`config.mk`:
```
export PLATFORM = sky130hd
export DESIGN_NAME = pipe_hazard_ctrl
export DESIGN_NICKNAME = d
export VERILOG_FILES = /design/src/rtl/pipe_hazard_ctrl.sv
export SDC_FILE = /design/constraint.sdc
export NUM_CORES = 1
export LEC_CHECK = 0
export ABC_AREA = 1
export BUFFER_PORTS_ARGS = -buffer_cell sky130_fd_sc_hd__buf_2
export CORE_UTILIZATION = 40
export CTS_BUF_LIST = sky130_fd_sc_hd__clkbuf_4 sky130_fd_sc_hd__clkbuf_8 sky130_fd_sc_hd__clkbuf_16
export DETAILED_ROUTE_END_ITERATION = 16
export PLACE_DENSITY = 0.7
export SLEW_MARGIN = 20
export SYNTH_ARGS = -nofsm -noshare
export SYNTH_HDL_FRONTEND = slang
export SYNTH_SLANG_ARGS = --single-unit
```
`constraint.sdc`:
```
create_clock -name clk -period 3.1 [get_ports clk]
set_input_delay 0.31 -clock clk [delete_from_list [all_inputs] [get_ports clk]]
set_output_delay 0.31 -clock clk [all_outputs]
set_load 0.02 [all_outputs]
```
`src/rtl/pipe_hazard_ctrl.sv`:
```
// pipe_hazard_ctrl
//   Hazard and sequencing controller for the 5-stage MIPS pipeline. It drives
//   the stall/clear controls of the fetch, issue and execute pipeline
//   registers. It resolves load-use interlocks, branch-mispredict flushes and
//   multi-cycle mul/div occupancy, and it produces the EX operand forwarding
//   selects.
//
//   Optional build macro HAZ_PERF_CNT_EN adds the stall_cnt_o/flush_cnt_o
//   performance counters.
//
// Ports
//   clk, reset_n                 clock (rising edge), async active-low reset
//   valid_id_i, rs_id_i, rt_id_i issue-stage instruction and sources
//   valid_ex_i, mem_to_reg_ex_i, reg_wr_ex_i, dst_ex_i, rs_ex_i, rt_ex_i
//                                EX-stage instruction info
//   reg_wr_mem_i, dst_mem_i      MEM-stage writeback info
//   reg_wr_wb_i, dst_wb_i        WB-stage writeback info
//   mispredict_ex_i              branch/jump mispredict resolved in EX
//   md_start_ex_i, md_is_div_ex_i  mul/div launch and type
//   stall_if_o, stall_id_o       hold fetch / issue registers
//   clr_id_o, clr_ex_o           clear issue / issue-execute registers
//   fwd_a_sel_o, fwd_b_sel_o     00 regfile, 01 WB, 10 MEM
//   md_busy_o, md_done_o         mul/div occupancy and final-cycle pulse
//   stall_cnt_o, flush_cnt_o     perf counters (HAZ_PERF_CNT_EN only)

module pipe_hazard_ctrl #(
  parameter int MUL_LAT      = 4,
  parameter int DIV_LAT      = 32,
  parameter int FLUSH_CYCLES = 1
) (
  input  logic       clk,
  input  logic       reset_n,
  input  logic       valid_id_i,
  input  logic [4:0] rs_id_i,
  input  logic [4:0] rt_id_i,
  input  logic       valid_ex_i,
  input  logic       mem_to_reg_ex_i,
  input  logic       reg_wr_ex_i,
  input  logic [4:0] dst_ex_i,
  input  logic [4:0] rs_ex_i,
  input  logic [4:0] rt_ex_i,
  input  logic       reg_wr_mem_i,
  input  logic [4:0] dst_mem_i,
  input  logic       reg_wr_wb_i,
  input  logic [4:0] dst_wb_i,
  input  logic       mispredict_ex_i,
  input  logic       md_start_ex_i,
  input  logic       md_is_div_ex_i,
  output logic       stall_if_o,
  output logic       stall_id_o,
  output logic       clr_id_o,
  output logic       clr_ex_o,
  output logic [1:0] fwd_a_sel_o,
  output logic [1:0] fwd_b_sel_o,
  output logic       md_busy_o,
  output logic       md_done_o
`ifdef HAZ_PERF_CNT_EN
  ,
  output logic [31:0] stall_cnt_o,
  output logic [31:0] flush_cnt_o
`endif
);

  localparam int MAX_LAT = (DIV_LAT > MUL_LAT) ? DIV_LAT : MUL_LAT;
  localparam int CW      = $clog2(MAX_LAT + 1);

  typedef enum logic [1:0] {IDLE, MD_BUSY, FLUSH} state_t;

  state_t          state, state_n;
  logic [CW-1:0]   md_cnt, md_cnt_n;
  logic [1:0]      flush_cnt, flush_cnt_n;
  logic            lu;
  logic            fwd_a_mem, fwd_a_wb, fwd_b_mem, fwd_b_wb;

  assign lu = valid_id_i & valid_ex_i & mem_to_reg_ex_i & reg_wr_ex_i &
              (dst_ex_i != 5'd0) & ((dst_ex_i == rs_id_i) | (dst_ex_i == rt_id_i));

  assign fwd_a_mem = reg_wr_mem_i & (dst_mem_i != 5'd0) & (dst_mem_i == rs_ex_i);
  assign fwd_a_wb  = reg_wr_wb_i  & (dst_wb_i  != 5'd0) & (dst_wb_i  == rs_ex_i);
  assign fwd_b_mem = reg_wr_mem_i & (dst_mem_i != 5'd0) & (dst_mem_i == rt_ex_i);
  assign fwd_b_wb  = reg_wr_wb_i  & (dst_wb_i  != 5'd0) & (dst_wb_i  == rt_ex_i);

  always_ff @(posedge clk or negedge reset_n) begin
    if (!reset_n) begin
      state     <= IDLE;
      md_cnt    <= '0;
      flush_cnt <= '0;
    end else begin
      state     <= state_n;
      md_cnt    <= md_cnt_n;
      flush_cnt <= flush_cnt_n;
    end
  end

  always_comb begin
    state_n     = state;
    md_cnt_n    = md_cnt;
    flush_cnt_n = flush_cnt;
    stall_if_o  = 1'b0;
    stall_id_o  = 1'b0;
    clr_id_o    = 1'b0;
    clr_ex_o    = 1'b0;
    md_done_o   = 1'b0;
    md_busy_o   = (state == MD_BUSY);
    fwd_a_sel_o = fwd_a_mem ? 2'b10 : (fwd_a_wb ? 2'b01 : 2'b00);
    fwd_b_sel_o = fwd_b_mem ? 2'b10 : (fwd_b_wb ? 2'b01 : 2'b00);

    if (mispredict_ex_i) begin
      // Overrides every state: kills any mul/div in flight without a done pulse.
      clr_id_o = 1'b1;
      clr_ex_o = 1'b1;
      md_cnt_n = '0;
      if (FLUSH_CYCLES > 1) begin
        state_n     = FLUSH;
        flush_cnt_n = 2'(FLUSH_CYCLES - 1);
      end else begin
        state_n     = IDLE;
        flush_cnt_n = '0;
      end
    end else begin
      case (state)
        IDLE: begin
          // mul/div start outranks load-use; lu is seen again once the unit frees up.
          if (md_start_ex_i) begin
            state_n  = MD_BUSY;
            md_cnt_n = md_is_div_ex_i ? CW'(DIV_LAT - 1) : CW'(MUL_LAT - 1);
          end else if (lu) begin
            stall_if_o = 1'b1;
            stall_id_o = 1'b1;
            clr_ex_o   = 1'b1;
          end
        end
        MD_BUSY: begin
          stall_if_o = 1'b1;
          stall_id_o = 1'b1;
          md_cnt_n   = md_cnt - CW'(1);
          if (md_cnt == CW'(1)) begin
            md_done_o = 1'b1;
            state_n   = IDLE;
            md_cnt_n  = '0;
          end
        end
        FLUSH: begin
          clr_id_o    = (flush_cnt != 2'd0);
          clr_ex_o    = (flush_cnt != 2'd0);
          flush_cnt_n = flush_cnt - 2'd1;
          if (flush_cnt <= 2'd1) begin
            state_n     = IDLE;
            flush_cnt_n = '0;
          end
        end
        default: state_n = IDLE;
      endcase
    end

    // Outputs are forced low for the whole time reset is held.
    if (!reset_n) begin
      stall_if_o  = 1'b0;
      stall_id_o  = 1'b0;
      clr_id_o    = 1'b0;
      clr_ex_o    = 1'b0;
      md_done_o   = 1'b0;
      md_busy_o   = 1'b0;
      fwd_a_sel_o = 2'b00;
      fwd_b_sel_o = 2'b00;
    end
  end

`ifdef HAZ_PERF_CNT_EN
  always_ff @(posedge clk or negedge reset_n) begin
    if (!reset_n) begin
      stall_cnt_o <= '0;
      flush_cnt_o <= '0;
    end else begin
      if (stall_if_o)      stall_cnt_o <= stall_cnt_o + 32'd1;
      if (mispredict_ex_i) flush_cnt_o <= flush_cnt_o + 32'd1;
    end
  end
`endif

endmodule

```
==> out/summary.txt <==
Status -> complete, no violations
Peak supply drop -> 0.3362 mV
IO Pins -> 56
Unrepaired setup endpoints after global routing -> no
DIE AREA -> 0.002801 mm^2
TritonCTS buffer count -> 3
Cell area after layout -> 0.001383 mm^2
Share of cells above drive strength 1 -> 28.15%
Comb pwr share -> 54.8%
Layout area overhead -> 33.29%
Worst-Margin Slew -> 230.6 ps
Die Y-Extent -> 52.92 um
Syn nets -> 227
Post-Route M1 WL -> 1.178 mm
Routed vias -> 1195
Worst hold path type -> primary input to register
Initial antenna violation count -> 0
Crit. End Element -> output pin
Clock buffer depth -> 2
Sequential share of power -> 28.3%
Slew headroom -> 84.48%
Vias per cell -> 4.459
Met2 WL post-DR -> 1.049 mm
Total power -> 525.5 uW
Post-CTS repair timing setup buffer count -> 0
Setup TNS -> 0 ps
Post-synth top area cell -> nand2_1
CTS tree -> built
Switching share of power -> 42.88%
Slowest cell on the critical path -> dlygate4sd3_1
Max Fclk -> 0.4913 GHz
Clock power frac -> 16.9%
CP max FO -> 12
Overflow after GRT -> 0
First-pass GRT wire length -> 4.098 mm
Core Rows -> 18
1st-pass router iterations -> 4
Post-synth ARST share -> 100.0%
Most Frequent Cell on Critical Path -> buf_2
CTS resizes -> 0
Post-Syn Area -> 0.001037 mm^2
Final nets -> 287
WL met3 -> 136 um
Synth Register Bits -> 7
MaxCap Viol Count -> 0
Root buffer cell -> clkbuf_4
Worst Path Required -> 2790 ps
Pleak -> 0.8241 nW
Initial Util -> 42.25%
Vias in the first global route -> 1099
Fin crit share -> 65.66%
Slew Viols, Final -> 0
Int Pwr -> 300.1 uW
Post-synth EDFFs -> 0
Register area share after synthesis -> 16.89%
CTS Sinks -> 7
Startpoint types -> primary input
Share of the synthesized area in the top cell type -> 17.73%
Depth of the CTS H-tree -> 1
Setup-failing EPs final -> 0
RePlAce Congestion -> 0.8166
Primary FF master, synth -> dfrtp_1
Post-DP Area -> 0.001343 mm^2
Fill cells -> 249
Chip Width -> 52.92 um
Synth warn -> 0
Maximum number of pins on one net before global-route repair -> 13
Drt first-iter violations -> 14
Antenna diodes -> 0
Routed wire length -> 2.364 mm
Fin crit period -> 2035 ps
Core area -> 0.002455 mm^2
Syn avg cell area -> 5.795 um^2
Max stage delay on crit path -> 520 ps
WS Path Type -> primary input to output pin
Power density over cell area -> 380.1 mW/mm^2
Worst-skew pair later-pin latency -> 240 ps
Post-synthesis cell type count -> 23
Final hold vios -> 0
Number of remaining DRC errors -> 0
Switching power -> 225.3 uW
Top Metal Used -> met3
Cell Chain, Critical Path -> dlygate4sd3_1 -> buf_2 -> inv_1 -> nor4_1 -> buf_2
Detailed placer's ending HPWL -> 2.120 mm
Reg clk slew, reported paths -> 50 ps
Port buffer count -> 55
Cells after synthesis -> 179
Routed WL per cell -> 8.821 um
Gr usage total -> 19.09%
Top cells by area, synth -> nand2_1, dfrtp_1, xnor2_1
Clock Skews -> 5.988 ps
Antenna Violating Nets Remaining -> 0
Arrival time at the worst endpoint -> 1730 ps
## metrics by stage
| step | util, % | setup WS (ps) | hold WS [ps] | cells |
|---|---|---|---|---|
| 2_1_floorplan | - | 1585 | 14.41 | 179 |
| 3_3_place_gp | 54.69 | 1563 | 183.1 | 263 |
| 3_5_place_dp | 54.69 | 1564 | 183.9 | 263 |
| 4_1_cts | 56.32 | 1026 | 329.4 | 268 |
| 5_1_grt | 56.32 | 919.5 | 343.1 | 268 |
| 6_report | 56.32 | 1065 | 340.2 | 268 |
## layer usage
metal / vias to the layer above / track usage (%)
met5: - / 0
met4: 0 / 1.316
met3: 0 / 2.874
met2: 39 / 36.08
met1: 489 / 23.32
li1: 667 / -
## layout by cell type (no fill, tap or decap), drive strengths merged
cell type / count
nor3: 3
nor4: 2
nand3: 12
nor2: 27
or2: 1
dfrtp: 7
nand2: 50
ha: 2
dlygate4sd3: 1
o31ai: 1
clkbuf: 4
xnor2: 19
nand4: 1
a21oi: 3
inv: 34
buf: 55
xor2: 2
o211ai: 1
o21ai: 13
## synth_stat cells (3+ instances only)
cell / n
dfrtp_1: 7
o21ai_1: 5
a21oi_1: 3
nand2_1: 49
o21ai_0: 8
nor2_1: 25
xnor2_1: 19
nand3_1: 12
inv_1: 32
## cells by family after synthesis
logic type	count (synthesis)	share of synthesized area, %
and+or+nand+nor	96	40.77
adders and majority gates	2	2.412
DFF	7	16.89
buffers and inverters	35	13.03
AOI/OAI and AO/OA	18	9.168
xor gates and xnor gates	21	17.73
## critical path: cells and delay by family
kind	cells	cell delay (ps)
buf+inv	4	1120
simple gates	1	290
## timing repair
| item | 4_1_cts | 5_1_grt |
|---|---|---|
| hold endpoints to repair | 7 | 0 |
| hold buffers | 1 | 0 |
| setup endpoints to repair | 0 | 0 |
## flip-flops by register name, indices dropped and copies added, names as in the netlist
name / count
state: 1
md_cnt: 6
## worst paths after layout
check	startpoint	end	slack, ps	depth (start not counted)
worst max-delay path	reset_n	fwd_a_sel_o[1]	1060	5
min in group asynchronous	reset_n	md_cnt[2]$_DFFE_PN0P_	450	2
worst max register to register	md_cnt[1]$_DFFE_PN0P_	md_cnt[5]$_DFFE_PN0P_	1730	9
max in group asynchronous	reset_n	md_cnt[1]$_DFFE_PN0P_	2440	2
worst min-delay path	mispredict_ex_i	md_cnt[1]$_DFFE_PN0P_	340	2
worst min register to register	md_cnt[3]$_DFFE_PN0P_	md_cnt[3]$_DFFE_PN0P_	540	2
## power by group through the flow
stage | clock network (mW) | registers (mW) | logic (mW)
final | 0.0888 | 0.149 | 0.288
after global routing | 0.100 | 0.152 | 0.331
after CTS | 0.0914 | 0.148 | 0.289
after detailed placement | 0 | 0.150 | 0.288
after global placement | 0 | 0.150 | 0.284
after floorplan | 0 | 0.143 | 0.204
## area by class of cell
cell class / count / area, um^2 / share of cell area [%]
multi-input combinational: 137 / 726.9 / 52.58
timing repair buffer: 56 / 285.3 / 20.63
tap: 30 / 37.54 / 2.715
sequential: 7 / 175.2 / 12.67
inverter: 34 / 127.6 / 9.231
clock buffer: 4 / 30.03 / 2.172
Power figures use the tool's default switching activity.
